--- config.mk ---
export PLATFORM = sky130hd
export DESIGN_NAME = bip_result_tx_flat
export DESIGN_NICKNAME = d
export VERILOG_FILES = /design/src/rtl/bip_result_tx_if.sv /design/src/rtl/bip_result_tx.sv /design/src/flat_wrapper.sv
export SDC_FILE = /design/constraint.sdc
export NUM_CORES = 1
export LEC_CHECK = 0
export ABC_AREA = 1
export BUFFER_PORTS_ARGS = -buffer_cell sky130_fd_sc_hd__buf_2
export CELL_PAD_IN_SITES_DETAIL_PLACEMENT = 1
export CELL_PAD_IN_SITES_GLOBAL_PLACEMENT = 2
export CORE_MARGIN = 8
export CORE_UTILIZATION = 29
export CTS_CLUSTER_SIZE = 14
export DETAILED_ROUTE_END_ITERATION = 8
export PLACE_DENSITY_LB_ADDON = 0.12
export SETUP_SLACK_MARGIN = 0.2
export SLEW_MARGIN = 40
export SYNTH_ARGS = -nofsm -noshare
export SYNTH_HDL_FRONTEND = slang
export SYNTH_SLANG_ARGS = --single-unit
--- constraint.sdc ---
create_clock -name clk -period 2.03 [get_ports clk]
set_clock_uncertainty 0.05 [all_clocks]
set_input_delay 0.3045 -clock clk [delete_from_list [all_inputs] [get_ports clk]]
set_output_delay 0.3045 -clock clk [all_outputs]
set_load 0.05 [all_outputs]
--- src/rtl/bip_result_tx_if.sv ---
`default_nettype none
// ============================================================================
// Module   : bip_result_tx_if
// Brief    : Processor/UART handshake bundle for the BIP result transmitter.
// Revision : 1.0 - initial release
// ============================================================================
interface bip_result_tx_if #(
    parameter int NB_ACC = 16
);
    logic              start_bip;
    logic              wr_uart;
    logic [NB_ACC-1:0] acc;
    logic              tx_done_tick;
    logic              tx_start;
    logic [7:0]        tx_data;
    logic              busy;
    logic              frame_done;
    logic              overrun;

    // master: the result transmitter itself
    modport master (
        input  start_bip, wr_uart, acc, tx_done_tick,
        output tx_start, tx_data, busy, frame_done, overrun
    );

    // slave: processor and UART side
    modport slave (
        output start_bip, wr_uart, acc, tx_done_tick,
        input  tx_start, tx_data, busy, frame_done, overrun
    );
endinterface
`default_nettype wire

--- src/rtl/bip_result_tx.sv ---
`default_nettype none
// ============================================================================
// Module   : bip_result_tx
// Brief    : Snapshots the BIP accumulator and cycle count on a result event
//            and sends them as a 5-byte frame (A5, acc, cnt) over a UART.
// Revision : 1.0 - initial release
// ============================================================================
module bip_result_tx #(
    parameter int NB_ACC = 16,
    parameter int NB_CNT = 16
) (
    input  wire                     clk,
    input  wire                     reset,
    bip_result_tx_if.master         bus
);
    localparam logic [7:0]        c_SYNC     = 8'hA5;
    localparam logic [2:0]        c_LAST_IDX = 3'd4;
    localparam logic [NB_CNT-1:0] c_CNT_MAX  = {NB_CNT{1'b1}};

    typedef enum logic [1:0] {
        IDLE = 2'd0,
        SEND = 2'd1,
        WAIT = 2'd2,
        DONE = 2'd3
    } state_t;

    state_t            r_state;
    state_t            w_state_nxt;
    logic [2:0]        r_idx;
    logic [2:0]        w_idx_nxt;
    logic              r_start_q;
    logic              r_wr_q;
    logic              r_halt;
    logic              r_overrun;
    logic [NB_CNT-1:0] r_cnt;
    logic [NB_CNT-1:0] r_cnt_snap;
    logic [NB_ACC-1:0] r_acc_snap;

    logic              w_start_rise;
    logic              w_result;
    logic              w_accept;
    logic              w_halted;
    logic [NB_CNT-1:0] w_cnt_now;
    logic              w_tx_start;
    logic [7:0]        w_tx_data;
    logic              w_busy;
    logic              w_frame_done;

    assign w_start_rise = bus.start_bip & ~r_start_q;
    assign w_result     = bus.wr_uart & ~r_wr_q;
    assign w_accept     = w_result && (r_state == IDLE);
    // A start edge restarts the count from zero within the same cycle
    assign w_cnt_now    = w_start_rise ? '0 : r_cnt;
    assign w_halted     = r_halt && !w_start_rise;

    always_ff @(posedge clk) begin
        if (reset) begin
            r_start_q  <= 1'b0;
            r_wr_q     <= 1'b0;
            r_halt     <= 1'b0;
            r_overrun  <= 1'b0;
            r_cnt      <= '0;
            r_cnt_snap <= '0;
            r_acc_snap <= '0;
        end else begin
            r_start_q <= bus.start_bip;
            r_wr_q    <= bus.wr_uart;
            if (w_accept) begin
                r_acc_snap <= bus.acc;
                r_cnt_snap <= w_cnt_now;
                r_cnt      <= w_cnt_now;
                r_halt     <= 1'b1;
            end else begin
                if (w_start_rise) begin
                    r_halt <= 1'b0;
                end
                if (bus.start_bip && !w_halted && (w_cnt_now != c_CNT_MAX)) begin
                    r_cnt <= w_cnt_now + NB_CNT'(1);
                end else begin
                    r_cnt <= w_cnt_now;
                end
            end
            if (w_result && (r_state != IDLE)) begin
                r_overrun <= 1'b1;
            end
        end
    end

    always_ff @(posedge clk) begin
        if (reset) begin
            r_state <= IDLE;
            r_idx   <= 3'd0;
        end else begin
            r_state <= w_state_nxt;
            r_idx   <= w_idx_nxt;
        end
    end

    always_comb begin
        w_state_nxt  = r_state;
        w_idx_nxt    = r_idx;
        w_tx_start   = 1'b0;
        w_busy       = 1'b1;
        w_frame_done = 1'b0;
        case (r_state)
            IDLE: begin
                w_busy = 1'b0;
                if (w_result) begin
                    w_state_nxt = SEND;
                    w_idx_nxt   = 3'd0;
                end
            end
            SEND: begin
                w_tx_start  = 1'b1;
                w_state_nxt = WAIT;
            end
            WAIT: begin
                if (bus.tx_done_tick) begin
                    if (r_idx == c_LAST_IDX) begin
                        w_state_nxt = DONE;
                    end else begin
                        w_idx_nxt   = r_idx + 3'd1;
                        w_state_nxt = SEND;
                    end
                end
            end
            DONE: begin
                w_frame_done = 1'b1;
                w_state_nxt  = IDLE;
            end
            default: begin
                w_state_nxt = IDLE;
            end
        endcase
    end

    // Byte index is frozen across SEND/WAIT, so the data holds until the tick
    always_comb begin
        w_tx_data = 8'h00;
        if (r_state != IDLE) begin
            case (r_idx)
                3'd0:    w_tx_data = c_SYNC;
                3'd1:    w_tx_data = r_acc_snap[NB_ACC-1 -: 8];
                3'd2:    w_tx_data = r_acc_snap[7:0];
                3'd3:    w_tx_data = r_cnt_snap[NB_CNT-1 -: 8];
                3'd4:    w_tx_data = r_cnt_snap[7:0];
                default: w_tx_data = 8'h00;
            endcase
        end
    end

    assign bus.tx_start   = w_tx_start;
    assign bus.tx_data    = w_tx_data;
    assign bus.busy       = w_busy;
    assign bus.frame_done = w_frame_done;
    assign bus.overrun    = r_overrun;

endmodule
`default_nettype wire
--- src/flat_wrapper.sv ---
// flat-port wrapper written by rule: the top's interface ports become plain ports
module bip_result_tx_flat 
#(
    parameter int NB_ACC = 16,
    parameter int NB_CNT = 16
)
  (clk, reset, bus_start_bip, bus_wr_uart, bus_acc, bus_tx_done_tick, bus_tx_start, bus_tx_data, bus_busy, bus_frame_done, bus_overrun);
  bip_result_tx_if #(.NB_ACC(NB_ACC)) bus_i ();
  input  wire clk;
  input  wire reset;
  input wire logic [$bits(bus_i.start_bip)-1:0] bus_start_bip;
  input wire logic [$bits(bus_i.wr_uart)-1:0] bus_wr_uart;
  input wire logic [$bits(bus_i.acc)-1:0] bus_acc;
  input wire logic [$bits(bus_i.tx_done_tick)-1:0] bus_tx_done_tick;
  output wire logic [$bits(bus_i.tx_start)-1:0] bus_tx_start;
  output wire logic [$bits(bus_i.tx_data)-1:0] bus_tx_data;
  output wire logic [$bits(bus_i.busy)-1:0] bus_busy;
  output wire logic [$bits(bus_i.frame_done)-1:0] bus_frame_done;
  output wire logic [$bits(bus_i.overrun)-1:0] bus_overrun;
  assign bus_i.start_bip = bus_start_bip;
  assign bus_i.wr_uart = bus_wr_uart;
  assign bus_i.acc = bus_acc;
  assign bus_i.tx_done_tick = bus_tx_done_tick;
  assign bus_tx_start = bus_i.tx_start;
  assign bus_tx_data = bus_i.tx_data;
  assign bus_busy = bus_i.busy;
  assign bus_frame_done = bus_i.frame_done;
  assign bus_overrun = bus_i.overrun;
  bip_result_tx #(.NB_ACC(NB_ACC), .NB_CNT(NB_CNT)) u_core (.clk(clk), .reset(reset), .bus(bus_i));
endmodule
==> impl_metrics.py <==
metrics = {
    "outcome": {
        "failed_checks": "negative setup slack",
        "outcome": "finished with violations",
    },
    "pwr": {
        "p_per_area_nw_per_um2": 820,
        "ir_drop_mv": 0.319,
        "leakagePower_nw": 1.64,
    },
    "synthesis": {
        "syn_nets": 413,
        "syn_inst": 386,
        "syn_area_per_cell_um2": 7.20,
        "yosysSeqAreaShare_pct": 41.1,
        "syn_area_um2": 2780,
        "yosysWarnings": 0,
        "ys_types": 32,
        "ys_seq_elements": 57,
    },
    "global_routing": {
        "gr-total-overflow": 0,
        "grt_usage_pct": 13.9,
        "grt_pass1_wl_mm": 14.4,
        "antenna_found_initial": 0,
        "grt_max_degree": 48,
        "grt_pass1_vias": 2854,
    },
    "sta": {
        "fin_ws_ns": -0.106,
        "rsz0062_at_grt": "yes",
        "setup_viol": 8,
        "maxSlewHeadroom_pct": 81.3,
        "worst_pin_slew_ns": 0.279,
        "final.min_clock_period_ns": 2.14,
        "finalCritPeriodShare_pct": 105,
        "tns_ns": -0.563,
        "drv_slew": 0,
        "fmax_ghz": 0.468,
        "hold_viol": 0,
    },
    "clocking": {
        "cts.sink_count": 57,
        "numCtsBuffers": 9,
        "htreeDepth": 3,
        "cts.clk_slew.worst_paths_ns": 0.07,
        "cts_tree": "built",
        "cts.path.max_buffers": 2,
        "cts_root_buf": "clkbuf_8",
        "clk_latency_ns": 0.33,
    },
    "floorplanning": {
        "pin_count": 33,
        "die_x_um": 114,
        "core_region_area_um2": 9280,
        "rows": 35,
        "die-area_um2": 13000,
        "initial_core_util_pct": 29.9,
        "die_y_um": 114,
    },
    "place": {
        "dp_hpwl_mm": 6.31,
        "dpl.cell_count": 559,
        "gp_congestion": 0.779,
        "port_buffers": 32,
    },
    "detailed_routing": {
        "drc": 0,
        "ant_nets": 0,
        "wl_mm": 8.76,
        "route.vias.total": 2750,
        "wire_per_inst_um": 14.9,
        "routed_via_density": 4.68,
        "first_pass_iters": 6,
        "dr.first_iter.drc_count": 73,
    },
    "worst_setup_path": {
        "cp_data_required_time_ns": 1.68,
        "r2r_cells": 15,
        "arrival_ns": 1.78,
        "crit_path_top_delay_cell": "dfxtp_4",
        "timing.rr.start": "u_core.r_start_q",
        "crit_path_cell_trace": "ha_4 -> ha_4 -> a22o_4 -> a221oi_4 -> nor2_4 -> buf_6",
        "slowest_delay_ns": 0.37,
        "critPathKind": "reg2out",
        "worstPathBufferInverterCount": 1,
        "r2r_slack_ns": 0.22,
        "crit_path_end_kind": "primary output",
        "r2r-end": "u_core.r_cnt[13]",
        "cp_max_fo": 8,
        "crit_top_cell": "ha_4",
        "critPathTopFamily": "compound AO/OA/AOI/OAI gates",
        "crit_path_start_kind": "flip-flop",
    },
    "final_layout": {
        "area_growth_pct": 44.4,
        "drive_gt1_share_pct": 34.3,
        "antennaDiodeCount": 0,
        "mostFrequentLayoutCell": "nor2_1",
        "final_cells": 587,
        "finalNetCount": 481,
        "layout_common_cells": "nor2_1 (72), dfxtp_1 (54), nand2_1 (38)",
    },
    "flow_run": {
        "cap_violations": 0,
    },
    "hold_path": {
        "worstHoldStart": "bus_wr_uart",
        "worstHoldPathType": "in2reg",
        "hold_end": "u_core.r_wr_q",
        "hold_depth": 3,
    },
}
-- sequential cells by signal (all words and copies together), names as in the netlist --
signal and flops:
u_core.r_acc_snap 16, u_core.bus.overrun 1, u_core.r_wr_q 1, u_core.r_idx 3
u_core.r_state 2, u_core.r_halt 1, u_core.r_cnt 16, u_core.r_cnt_snap 16
u_core.r_start_q 1
-- worst max path at each step --
| stage | endpoint | start | slack (ns) | cells past startpoint |
|---|---|---|---|---|
| after global routing | bus_tx_data[1] | u_core.r_idx[0] | -0.16 | 6 |
| after floorplan | bus_tx_data[7] | u_core.r_idx[0] | 0.15 | 5 |
| after detailed placement | u_core.r_cnt[5] | bus_start_bip | -0.06 | 13 |
| after global placement | u_core.r_cnt[5] | bus_start_bip | -0.01 | 13 |
| final | bus_tx_data[1] | u_core.r_idx[0] | -0.11 | 6 |
| after CTS | bus_tx_data[6] | u_core.r_idx[1] | -0.09 | 9 |
-- per-stage QoR --
| stage | area [µm²] | power [W] | hold WS [ns] | setup WS, ns | utilization [%] |
|---|---|---|---|---|---|
| 5_1_grt | 4010 | 0.00347 | 0.180 | -0.162 | 43.2 |
| 6_report | 4010 | 0.00329 | 0.165 | -0.106 | 43.2 |
| 3_3_place_gp | 3420 | 0.00209 | 0.399 | -0.0124 | 36.9 |
| 2_1_floorplan | 2930 | 0.00184 | 0.333 | 0.152 | - |
| 4_1_cts | 3910 | 0.00332 | 0.162 | -0.0947 | 42.1 |
| 3_5_place_dp | 3420 | 0.00211 | 0.410 | -0.0637 | 36.9 |
-- where the power goes --
part	leakage, nW	internal [W]	switching, W
clock network	0.0929	0.000555	0.000452
registers	0.469	0.00122	0.0000864
logic	1.08	0.000401	0.000580
total	1.64	0.00217	0.00112
-- layout make-up --
cell class                      instances  area, µm²
Timing Repair Buffer                   71        579
Sequential cell                        57       1150
Fill cell                            1152       5270
Inverter                               50        208
Multi-Input combinational cell        265       1740
Clock buffer                           11        131
Tap cell                              129        161
Clock inverter                          4       45.0
-- worst reg2reg max path, cell delays in order, from the launching register on --
cell and delay [ns]:
dfxtp_2 0.34, inv_2 0.04, nand2_4 0.08, nand2_4 0.06, inv_4 0.06, ha_4 0.13, nand2_2 0.04, inv_2 0.06
nand2_2 0.07, nor2_4 0.15, nand3b_1 0.16, nor2_4 0.17, nor2_2 0.06, nand4_1 0.13, nand2_1 0.07, nor2_1 0.08
-- logic make-up after synthesis --
family	Yosys count	synth area share [%]
simple gates	170	28.1
buf+inv	65	9.95
flops	57	41.1
compound gates	88	18.2
fa+ha+maj	6	2.70
-- timing repair --
item                       CTS  global route
hold buffers                 0             0
buffers inserted             6             6
resized for setup           66            13
setup endpoints to repair   20            22
gates cloned                 0             1
pin swaps                   15            13
-- per-layer routing --
| metal | GRT usage (%) | part of all wire, % |
|---|---|---|
| met5 | 0 | 0 |
| met3 | 2.27 | 1.8 |
| met1 | 16.7 | 46 |
| met4 | 3.99 | 0.80 |
| met2 | 24.7 | 51 |
-- cells in the mapped netlist --
cell / number / area share, %
nor3_4: 1 / 0.59
dfxtp_1: 57 / 41
clkinv_1: 1 / 0.13
buf_6: 3 / 1.2
a221oi_1: 6 / 1.9
inv_1: 48 / 6.5
a41oi_1: 2 / 0.63
nand3_4: 1 / 0.63
o21ai_0: 39 / 7.0
a211oi_1: 4 / 1.1
nand2_4: 2 / 0.81
nand2_2: 4 / 0.90
nand4_2: 1 / 0.45
nand3b_1: 1 / 0.27
nor2_2: 2 / 0.45
nand4_1: 5 / 1.1
a21oi_1: 28 / 5.0
nor3_1: 6 / 1.1
nand2_1: 47 / 6.3
buf_1: 1 / 0.13
o21ai_1: 2 / 0.36
a211oi_2: 1 / 0.45
nor2_1: 80 / 11
a31oi_1: 2 / 0.45
ha_1: 6 / 2.7
nor2_4: 3 / 1.2
buf_2: 4 / 0.72
nand3_2: 2 / 0.72
nand3_1: 15 / 2.7
a22o_1: 4 / 1.3
clkinv_4: 1 / 0.32
clkbuf_1: 7 / 0.95
Note: power is estimated with default switching activity, not from simulation.
